[config.mk]
export PLATFORM = sky130hd
export DESIGN_NAME = nexys4ddr_ddr2_memtest
export DESIGN_NICKNAME = d
export VERILOG_FILES = /design/src/rtl/nexys4ddr_ddr2_memtest_pkg.sv /design/src/rtl/nexys4ddr_ddr2_memtest_pattern.sv /design/src/rtl/nexys4ddr_ddr2_memtest.sv
export SDC_FILE = /design/constraint.sdc
export NUM_CORES = 1
export LEC_CHECK = 0
export ABC_AREA = 0
export BUFFER_PORTS_ARGS = -buffer_cell sky130_fd_sc_hd__buf_2
export CAP_MARGIN = 30
export CORE_ASPECT_RATIO = 2
export CORE_MARGIN = 3
export CORE_UTILIZATION = 40
export DETAILED_ROUTE_END_ITERATION = 8
export HOLD_SLACK_MARGIN = 0.03
export PLACE_DENSITY = 0.61
export SYNTH_ARGS = -nofsm -noshare
export SYNTH_HDL_FRONTEND = slang
export SYNTH_SLANG_ARGS = --single-unit
export TNS_END_PERCENT = 5
[constraint.sdc]
create_clock -name wb_clk_i -period 22.8 [get_ports wb_clk_i]
set_input_delay 6.84 -clock wb_clk_i [delete_from_list [all_inputs] [get_ports wb_clk_i]]
set_output_delay 6.84 -clock wb_clk_i [all_outputs]
set_load 0.05 [all_outputs]
[src/rtl/nexys4ddr_ddr2_memtest_pkg.sv]
// nexys4ddr_ddr2_memtest_pkg: shared register map, modes, CTI codes, FSM states and LFSR step
package nexys4ddr_ddr2_memtest_pkg;
  localparam logic [2:0] REG_CTRL      = 3'd0;
  localparam logic [2:0] REG_BASE      = 3'd1;
  localparam logic [2:0] REG_LEN       = 3'd2;
  localparam logic [2:0] REG_SEED      = 3'd3;
  localparam logic [2:0] REG_STATUS    = 3'd4;
  localparam logic [2:0] REG_ERR_ADDR  = 3'd5;
  localparam logic [2:0] REG_ERR_DATA  = 3'd6;
  localparam logic [2:0] REG_ERR_COUNT = 3'd7;
  localparam logic [1:0] MODE_ADDR  = 2'd0;
  localparam logic [1:0] MODE_NADDR = 2'd1;
  localparam logic [1:0] MODE_LFSR  = 2'd2;
  localparam logic [1:0] MODE_CONST = 2'd3;
  localparam logic [2:0] CTI_CLASSIC = 3'b000;
  localparam logic [2:0] CTI_INCR    = 3'b010;
  localparam logic [2:0] CTI_EOB     = 3'b111;
  localparam logic [31:0] LFSR_POLY = 32'h80200003;
  typedef enum logic [2:0] {S_IDLE, S_WRITE, S_WGAP, S_READ, S_RGAP, S_FINISH} state_t;
  function automatic logic [31:0] lfsr_step(input logic [31:0] s);
    return (s >> 1) ^ (s[0] ? LFSR_POLY : 32'h0);
  endfunction
endpackage

[src/rtl/nexys4ddr_ddr2_memtest_pattern.sv]
// nexys4ddr_ddr2_memtest_pattern: LFSR state and mode mux producing the expected data word
module nexys4ddr_ddr2_memtest_pattern
  import nexys4ddr_ddr2_memtest_pkg::*;
(
  input  logic        clk,
  input  logic        rst,
  input  logic        load,
  input  logic        advance,
  input  logic [1:0]  mode,
  input  logic [31:0] seed,
  input  logic [31:0] adr,
  output logic [31:0] data
);
  logic [31:0] lfsr;
  always_ff @(posedge clk or posedge rst)
    if (rst) lfsr <= '0;
    else if (load) lfsr <= seed == '0 ? 32'd1 : seed;
    else if (advance) lfsr <= lfsr_step(lfsr);
  always_comb data = mode == MODE_ADDR ? adr : mode == MODE_NADDR ? ~adr : mode == MODE_LFSR ? lfsr : seed;
endmodule

[src/rtl/nexys4ddr_ddr2_memtest.sv]
// nexys4ddr_ddr2_memtest: Wishbone burst write/read-compare memory tester with control slave
module nexys4ddr_ddr2_memtest
  import nexys4ddr_ddr2_memtest_pkg::*;
#(
  parameter int BURST_LEN = 4,
  parameter int TIMEOUT   = 1023
) (
  input  logic        wb_clk_i,
  input  logic        wb_rst_i,
  output logic [31:0] wbm_adr_o,
  output logic [31:0] wbm_dat_o,
  output logic [3:0]  wbm_sel_o,
  output logic        wbm_we_o,
  output logic        wbm_cyc_o,
  output logic        wbm_stb_o,
  output logic [2:0]  wbm_cti_o,
  output logic [1:0]  wbm_bte_o,
  input  logic [31:0] wbm_dat_i,
  input  logic        wbm_ack_i,
  input  logic        wbm_err_i,
  input  logic        wbm_rty_i,
  input  logic [2:0]  wbc_adr_i,
  input  logic [31:0] wbc_dat_i,
  input  logic        wbc_we_i,
  input  logic        wbc_cyc_i,
  input  logic        wbc_stb_i,
  output logic [31:0] wbc_dat_o,
  output logic        wbc_ack_o,
  output logic        busy_o
);
  state_t state, state_nx;
  logic [31:0] adr, remaining, base, len, seed, err_addr, err_data, err_count, tcnt, expected, rdata, src;
  logic [4:0] beat, burst_n, next_burst;
  logic [1:0] mode;
  logic read_only, start_req, abort_req, done, fail, tmo;
  logic in_burst, ack_beat, tmo_hit, mismatch, rewind, load, enters_burst, ctl_acc, ctl_wr, unused_rty;
  assign unused_rty = wbm_rty_i;
  assign in_burst = state == S_WRITE || state == S_READ;
  assign ack_beat = in_burst && wbm_ack_i && !wbm_err_i;
  assign tmo_hit = in_burst && !wbm_ack_i && !wbm_err_i && tcnt == 32'(TIMEOUT);
  assign mismatch = state == S_READ && ack_beat && wbm_dat_i != expected;
  assign rewind = state == S_WGAP && remaining == '0 && !abort_req;
  assign load = (state == S_IDLE && start_req) || rewind;
  assign src = (state == S_IDLE || rewind) ? len : remaining;
  assign next_burst = src < 32'(BURST_LEN) ? src[4:0] : 5'(BURST_LEN);
  assign enters_burst = !in_burst && (state_nx == S_WRITE || state_nx == S_READ);
  assign ctl_acc = wbc_cyc_i && wbc_stb_i && !wbc_ack_o;
  assign ctl_wr = ctl_acc && wbc_we_i;
  assign busy_o = state != S_IDLE;
  assign wbm_cyc_o = in_burst;
  assign wbm_stb_o = in_burst;
  assign wbm_we_o = state == S_WRITE;
  assign wbm_sel_o = {4{in_burst}};
  assign wbm_adr_o = adr;
  assign wbm_dat_o = state == S_WRITE ? expected : 32'h0;
  assign wbm_cti_o = !in_burst ? CTI_CLASSIC : burst_n == 5'd1 ? CTI_CLASSIC : beat == 5'd1 ? CTI_EOB : CTI_INCR;
  assign wbm_bte_o = 2'b00;
  nexys4ddr_ddr2_memtest_pattern u_pattern (
    .clk(wb_clk_i), .rst(wb_rst_i), .load(load), .advance(ack_beat),
    .mode(mode), .seed(seed), .adr(adr), .data(expected)
  );
  always_comb begin
    state_nx = state;
    case (state)
      S_IDLE:          if (start_req) state_nx = len == '0 ? S_FINISH : read_only ? S_READ : S_WRITE;
      S_WRITE, S_READ: if (wbm_err_i || tmo_hit) state_nx = S_IDLE;
                       else if (ack_beat && beat == 5'd1) state_nx = state == S_WRITE ? S_WGAP : S_RGAP;
      S_WGAP:          state_nx = abort_req ? S_FINISH : remaining != '0 ? S_WRITE : S_READ;
      S_RGAP:          state_nx = (abort_req || remaining == '0) ? S_FINISH : S_READ;
      default:         state_nx = S_IDLE;
    endcase
  end
  always_ff @(posedge wb_clk_i or posedge wb_rst_i)
    if (wb_rst_i) begin
      state <= S_IDLE;
      adr <= '0;
      remaining <= '0;
      beat <= '0;
      burst_n <= '0;
      tcnt <= '0;
    end else begin
      state <= state_nx;
      tcnt <= (in_burst && !wbm_ack_i) ? tcnt + 32'd1 : 32'd0;
      if (load) begin
        adr <= base;
        remaining <= len;
      end else if (ack_beat) begin
        adr <= adr + 32'd4;
        remaining <= remaining - 32'd1;
      end
      if (enters_burst) begin
        beat <= next_burst;
        burst_n <= next_burst;
      end else if (ack_beat) beat <= beat - 5'd1;
    end
  always_ff @(posedge wb_clk_i or posedge wb_rst_i)
    if (wb_rst_i) begin
      done <= 1'b0;
      fail <= 1'b0;
      tmo <= 1'b0;
      err_addr <= '0;
      err_data <= '0;
      err_count <= '0;
    end else if (state == S_IDLE && start_req) begin
      done <= 1'b0;
      fail <= 1'b0;
      tmo <= 1'b0;
      err_addr <= '0;
      err_data <= '0;
      err_count <= '0;
    end else begin
      if (state == S_FINISH || (in_burst && wbm_err_i) || tmo_hit) done <= 1'b1;
      if ((in_burst && wbm_err_i) || tmo_hit || mismatch) fail <= 1'b1;
      if (tmo_hit) tmo <= 1'b1;
      if (mismatch) err_count <= err_count + 32'(err_count != '1);
      if (mismatch && err_count == '0) begin
        err_addr <= adr;
        err_data <= wbm_dat_i;
      end
    end
  always_comb begin
    rdata = '0;
    case (wbc_adr_i)
      REG_CTRL:      rdata = {27'd0, read_only, mode, abort_req, 1'b0};
      REG_BASE:      rdata = base;
      REG_LEN:       rdata = len;
      REG_SEED:      rdata = seed;
      REG_STATUS:    rdata = {28'd0, tmo, fail, done, busy_o};
      REG_ERR_ADDR:  rdata = err_addr;
      REG_ERR_DATA:  rdata = err_data;
      REG_ERR_COUNT: rdata = err_count;
      default:       rdata = '0;
    endcase
  end
  always_ff @(posedge wb_clk_i or posedge wb_rst_i)
    if (wb_rst_i) begin
      wbc_ack_o <= 1'b0;
      wbc_dat_o <= '0;
      start_req <= 1'b0;
      abort_req <= 1'b0;
      mode <= '0;
      read_only <= 1'b0;
      base <= '0;
      len <= '0;
      seed <= '0;
    end else begin
      wbc_ack_o <= ctl_acc;
      start_req <= ctl_wr && wbc_adr_i == REG_CTRL && wbc_dat_i[0] && state == S_IDLE;
      abort_req <= (ctl_wr && wbc_adr_i == REG_CTRL && wbc_dat_i[1] && busy_o) || (abort_req && state != S_IDLE && state != S_FINISH);
      if (ctl_acc) wbc_dat_o <= rdata;
      if (ctl_wr && wbc_adr_i == REG_CTRL && state == S_IDLE) {read_only, mode} <= wbc_dat_i[4:2];
      if (ctl_wr && wbc_adr_i == REG_BASE) base <= {wbc_dat_i[31:2], 2'b00};
      if (ctl_wr && wbc_adr_i == REG_LEN) len <= wbc_dat_i;
      if (ctl_wr && wbc_adr_i == REG_SEED) seed <= wbc_dat_i;
    end
endmodule

Yosys cells after proc, flatten, opt, wreduce, memory -nomap -nowiden:

Index checks and enable logic that the tools add are counted.
W data, S select, Z words.

* register bits after elaboration: 372
* input bits: 75
* output and inout port bits: 110
* word-level logic and storage cells: 156

* $add $sub $neg: 5
* $lt $le $gt $ge: 1
* equal/unequal tests: 22
* mux-type cells: 43
* bitwise gates (word level): 2
* reduce and logical (&&, ||, !) cells: 61

Operators by type and width (number)
* $mux W32: 20
* $pmux W32 S8: 1
* $logic_not A32 Y1: 4
* $add A32 B1 Y32: 1
* $add A32 B1 Y32 const B: 1
* $add A32 B3 Y32 const B: 1
* $eq A32 B10 Y1 const B: 1
* $lt A32 B3 Y1 const B: 1
* $ne A32 B32 Y1: 1
* $ne A32 B32 Y1 const B: 1
* $not A32 Y32: 1
* $reduce_bool A32 Y1: 1
* $sub A32 B1 Y32 const B: 1
* $xor A31 B32 Y32: 1
* $mux W3: 10
* $logic_and A1 B1 Y1: 28
* $eq A3 B3 Y1 const B: 6
* $eq A3 B2 Y1 const B: 5
* $mux W5: 3
* $reduce_bool A2 Y1: 7
* $pmux W3 S4: 1
* $logic_or A1 B1 Y1: 11
* $eq A5 B1 Y1 const B: 2
* $eq A3 B1 Y1 const B: 3
* other kinds (11): 22

Depth between registers and ports, before layout:

* depth in word-level cells: 12
* gate-level depth with buffers: 14
* gate-level depth less buffers: 12

Modules after synthesis:

Synthesis repeated with hierarchy kept, for this count alone.

* cells, all modules: 2052
* area, all modules: 19621.3 um2

By module, submodules not included
* nexys4ddr_ddr2_memtest: times used 1, cells an instance 1753, area each 17025.1 um2, sequential area each 8433.1 um2
* nexys4ddr_ddr2_memtest_pattern: times used 1, cells an instance 299, area each 2596.2 um2, sequential area each 800.8 um2

Least setup slack after synthesis:

No wires, ideal clock.

* path kind: flip-flop to output port
* start point: register beat[1]
* end point: output wbm_cti_o[2]
* arrival time: 2.687 ns
* data required time: 15.960 ns
* setup slack: 13.273 ns
* cell stages (with the launch flop): 6
* path buffers: 1
* cell sequence: dfrtp_1 inv_1 ha_1 or4b_2 nor3_1 buf_4

* cells in the longest elaborated chain, start to end: 4

Ends and longest elaborated chain
* start: declaration: RTL line nexys4ddr_ddr2_memtest.sv:33 `logic [4:0] beat, burst_n, next_burst;`
* start signal: assignment: RTL line nexys4ddr_ddr2_memtest.sv:92 `beat <= next_burst;`
* start signal: assignment: RTL line nexys4ddr_ddr2_memtest.sv:94 `end else if (ack_beat) beat <= beat - 5'd1;`
* $eq A5 B1 Y1: RTL line nexys4ddr_ddr2_memtest.sv:56 `assign wbm_cti_o = !in_burst ? CTI_CLASSIC : burst_n == 5'd1 ? CTI_CLASSIC : beat == 5'd1 ? CTI_EOB : CTI_INCR ...`
* $mux W3 (3 in series): RTL line nexys4ddr_ddr2_memtest.sv:56
* end: declaration: RTL line nexys4ddr_ddr2_memtest.sv:16 `output logic [2:0] wbm_cti_o,`

No other way between the ends.

Worst setup path after layout:

* start point: input wbm_dat_i[5]
* end point: register err_addr[21]

* cells in the longest elaborated chain, start to end: 4

Ends and longest elaborated chain
* start: declaration: RTL line nexys4ddr_ddr2_memtest.sv:18 `input logic [31:0] wbm_dat_i,`
* $ne A32 B32 Y1: RTL line nexys4ddr_ddr2_memtest.sv:41 `assign mismatch = state == S_READ && ack_beat && wbm_dat_i != expected;`
* $logic_and A1 B1 Y1: RTL line nexys4ddr_ddr2_memtest.sv:41
* $logic_and A1 B1 Y1: RTL line nexys4ddr_ddr2_memtest.sv:116 `if (mismatch && err_count == '0) begin`
* $reduce_bool A2 Y1 (no source line)
* end signal: assignment: RTL line nexys4ddr_ddr2_memtest.sv:117 `err_addr <= adr;`
* end: declaration: RTL line nexys4ddr_ddr2_memtest.sv:32 `logic [31:0] adr, remaining, base, len, seed, err_addr, err_data, err_count, tcnt, expected, rdata, src;`

No other way between the ends.
A chain may end at the register's enable or synchronous reset.

==> run summary <==
final wirelength - 77,200 um
# DRC - 0
Final period util - 0.444
post_cts resized - 0
die height - 323 um
CTS Buf Count - 36
routed len/inst - 26.7 um
CP max stage cell - buf_4
initial antenna violation count - 3
Area growth, synth to finish - 13.0%
RSZ-0062 raised after global routing - no
final setup vio count - 0
Via-to-Cell Ratio - 6.24
Worst-Skew Late Latency - 560 ps
Longest Clk Path Bufs - 3
Pleak - 0.0107 uW
largest net degree at the start of global routing - 86
Buf+Inv Stages, Crit Path - 4
Yosys cell types - 71
setup bufs post-CTS - 0
fmax - 98.7 MHz
Die Footprint - 53,200 um2
total power - 2140 uW
Setup Skew - 32.6 ps
R2R Setup Slk - 17,420 ps
pwr/cell area - 94.1 nW/um2
relative slew slack - 0.270
post-cts hold buffer count - 0
Worst VDD drop - 0.0473 mV
Stages on worst setup path - 11
MaxCap Viol Count - 0
CTS tree - yes
Overflow after GRT - 0
hold_ws - 474 ps
fin nets - 2,307
first-pass GRT wire length - 114,000 um
endpoints failing hold - 0
Starting Density - 0.406
share of layout cells above drive strength 1 - 0.180
synth warn - 0
fin crit period - 10,130 ps
H-tree depth - 2
worst hold path stage count - 2
GRT Total Usage - 0.286
reg2reg path depth - 11
max incr delay on CP - 700 ps
CTS sink cnt - 369
Hold Startpoint - wbc_dat_o[21]$_DFFE_PP0P_
Root Buffer - clkbuf_16
CP max FO - 54
CORE AREA - 49,500 um2
Die Width - 165 um
critical path capture point type - flip-flop
crit path launch - wbm_dat_i[5]
post-synthesis area per instance - 9.51 um2
Synth Register Bits - 369
# IOs - 185
top_reg_cell synth - dfrtp_1
vias in the first global route - 17,900
row count - 115
GP Congestion - 0.962
Final Max Tran Viols - 0
Reg clk slew, reported paths - 70 ps
DRT iter0 DRCs - 1,663
DRT Pass-1 Iters - 5
Critical Path RT - 23,250 ps
dpl hpwl - 55,500 um
Post-synth EDFFs - 0
sequential element share of the synthesized area - 0.459
CP endpoint - err_addr[21]$_DFFE_PP0P_
Vias - 18,100
# port buffers - 179
Least-Margin Pin Slew - 1080 ps
Setup Crit Path Kind - input pin to flip-flop
Hold Crit Class - flip-flop to flip-flop
Crit path max-delay family - simple AND/OR/NAND/NOR gates
TNS Setup - 0 ps
RR Startpoint - mode[1]$_DFFE_PP0P_
status - complete, no violations
crit start category - input pin
WP data arrival - 10,580 ps
crit path cell chain - buf_2 -> inv_1 -> xnor2_1 -> o22ai_1 -> nand4b_1 -> or4_4 -> nor4_4 -> buf_4 -> or4_4 -> buf_4 -> mux2i_1
synthesized area - 20,100 um2
cell count after synthesis - 2,114
Antenna Nets Post-Route - 0
fraction of registers with async set/reset - 1.00
Worst R2R End - err_addr[21]$_DFFE_PP0P_
-- power by group --
group | leakage [uW] | internal (uW) | switching (uW)
Sequential | 0.00461 | 761 | 156
Combinational | 0.00550 | 184 | 392
Clock | 0.000621 | 370 | 277
-- cells in the final DEF (no fill, tap or decap), types with 49 or more instances in the layout --
master	synthesis	layout
nand3_1	63	63
nor2_1	111	107
mux2i_1	87	87
a22oi_1	49	49
buf_2	15	179
a21oi_1	58	58
o21ai_0	128	128
dfrtp_1	369	367
inv_1	84	83
and3_1	55	52
nand2_1	299	298
mux2_2	100	100
-- through the flow --
stage | instance area [um2] | cells | utilization | setup slack (ps)
6_report | 22700 | 2897 | 0.459 | 12670
5_1_grt | 22700 | 2896 | 0.459 | 12540
4_1_cts | 22700 | 2896 | 0.459 | 12750
3_5_place_dp | 21500 | 2830 | 0.434 | 12200
3_3_place_gp | 21300 | 2824 | 0.431 | 12300
2_1_floorplan | 20100 | 2117 | - | 5710
-- worst register-to-register path, cell delays in order (launching register included) --
cell	delay, ps
dfrtp_4	540
buf_4	750
mux2i_1	400
a221oi_1	370
a31oi_1	100
a221oi_1	430
nand4_1	260
nor4_4	250
buf_4	460
or4_4	660
buf_4	710
mux2i_1	370
-- Yosys cell counts, types with 6 or more instances --
cell / instances / area share
xor2_1: 31 / 0.014
and3_1: 55 / 0.017
buf_4: 13 / 0.0049
a221oi_1: 34 / 0.015
a22o_1: 21 / 0.0091
dfrtp_1: 369 / 0.46
or3_1: 12 / 0.0037
a21o_1: 9 / 0.0034
a31oi_1: 9 / 0.0028
mux2i_1: 87 / 0.043
and2_1: 19 / 0.0059
a21oi_1: 58 / 0.014
o211ai_1: 19 / 0.0071
buf_6: 8 / 0.0045
or4_1: 23 / 0.0086
xnor2_1: 32 / 0.014
o31ai_1: 20 / 0.0075
buf_12: 6 / 0.0060
a22oi_1: 49 / 0.018
buf_2: 15 / 0.0037
nor3_1: 50 / 0.012
clkbuf_1: 91 / 0.017
a211o_1: 14 / 0.0061
ha_1: 7 / 0.0044
o21a_1: 6 / 0.0022
a211oi_1: 11 / 0.0041
nand2b_1: 13 / 0.0040
buf_1: 12 / 0.0022
o22ai_1: 8 / 0.0025
mux2_2: 100 / 0.056
inv_1: 84 / 0.016
nand4_1: 34 / 0.011
and4_1: 6 / 0.0026
o21ai_0: 128 / 0.032
nand2_1: 299 / 0.056
a221o_1: 36 / 0.018
nor2b_1: 41 / 0.013
nand3_1: 63 / 0.016
nor4_1: 45 / 0.014
nor2_1: 111 / 0.021
-- layout make-up --
cell class	instances	area, um2
inverter	85	327
antenna	1	2.50
multi-input combinational	1517	9840
clock inverter	13	154
timing repair buffer	216	1270
tap	643	805
sequential	369	9240
fill	4815	26800
clock buffer	53	1100
-- how the worst min path moves through the flow --
stage	slack [ps]	endpoint
after floorplan	440	burst_n[3]$_DFFE_PP0P_
after global placement	460	wbc_dat_o[25]$_DFFE_PP0P_
after detailed placement	470	burst_n[3]$_DFFE_PP0P_
after CTS	480	burst_n[3]$_DFFE_PP0P_
after global routing	510	wbc_dat_o[30]$_DFFE_PP0P_
final	470	wbc_dat_o[21]$_DFFE_PP0P_
-- registers in the layout, indices dropped and copies added (netlist names), 2 cells and up --
signal          cells
beat                5
wbm_adr_o          30
burst_n             5
wbc_dat_o          32
mode                2
tcnt               32
state               3
u_pattern.lfsr     32
len                32
err_data           32
remaining          32
err_count          32
base               30
err_addr           31
seed               32
-- per-layer routing --
metal	routed length, um	GRT usage	up-vias	share of wire
li1	-	-	7872	-
met5	13	0	-	0.00017
met2	36600	0.466	1004	0.47
met4	7250	0.214	2	0.094
met3	5330	0.0370	293	0.069
met1	28000	0.343	8914	0.36
-- cells by family after synthesis --
| family | synth area share |
|---|---|
| buffers and inverters | 0.0549 |
| muxes | 0.100 |
| and+or+nand+nor | 0.197 |
| other | 0.000186 |
| xor gates and xnor gates | 0.0274 |
| AOI/OAI and AO/OA | 0.157 |
| adders and majority gates | 0.00436 |
| DFF | 0.459 |
(Power assumes the default switching activity.)
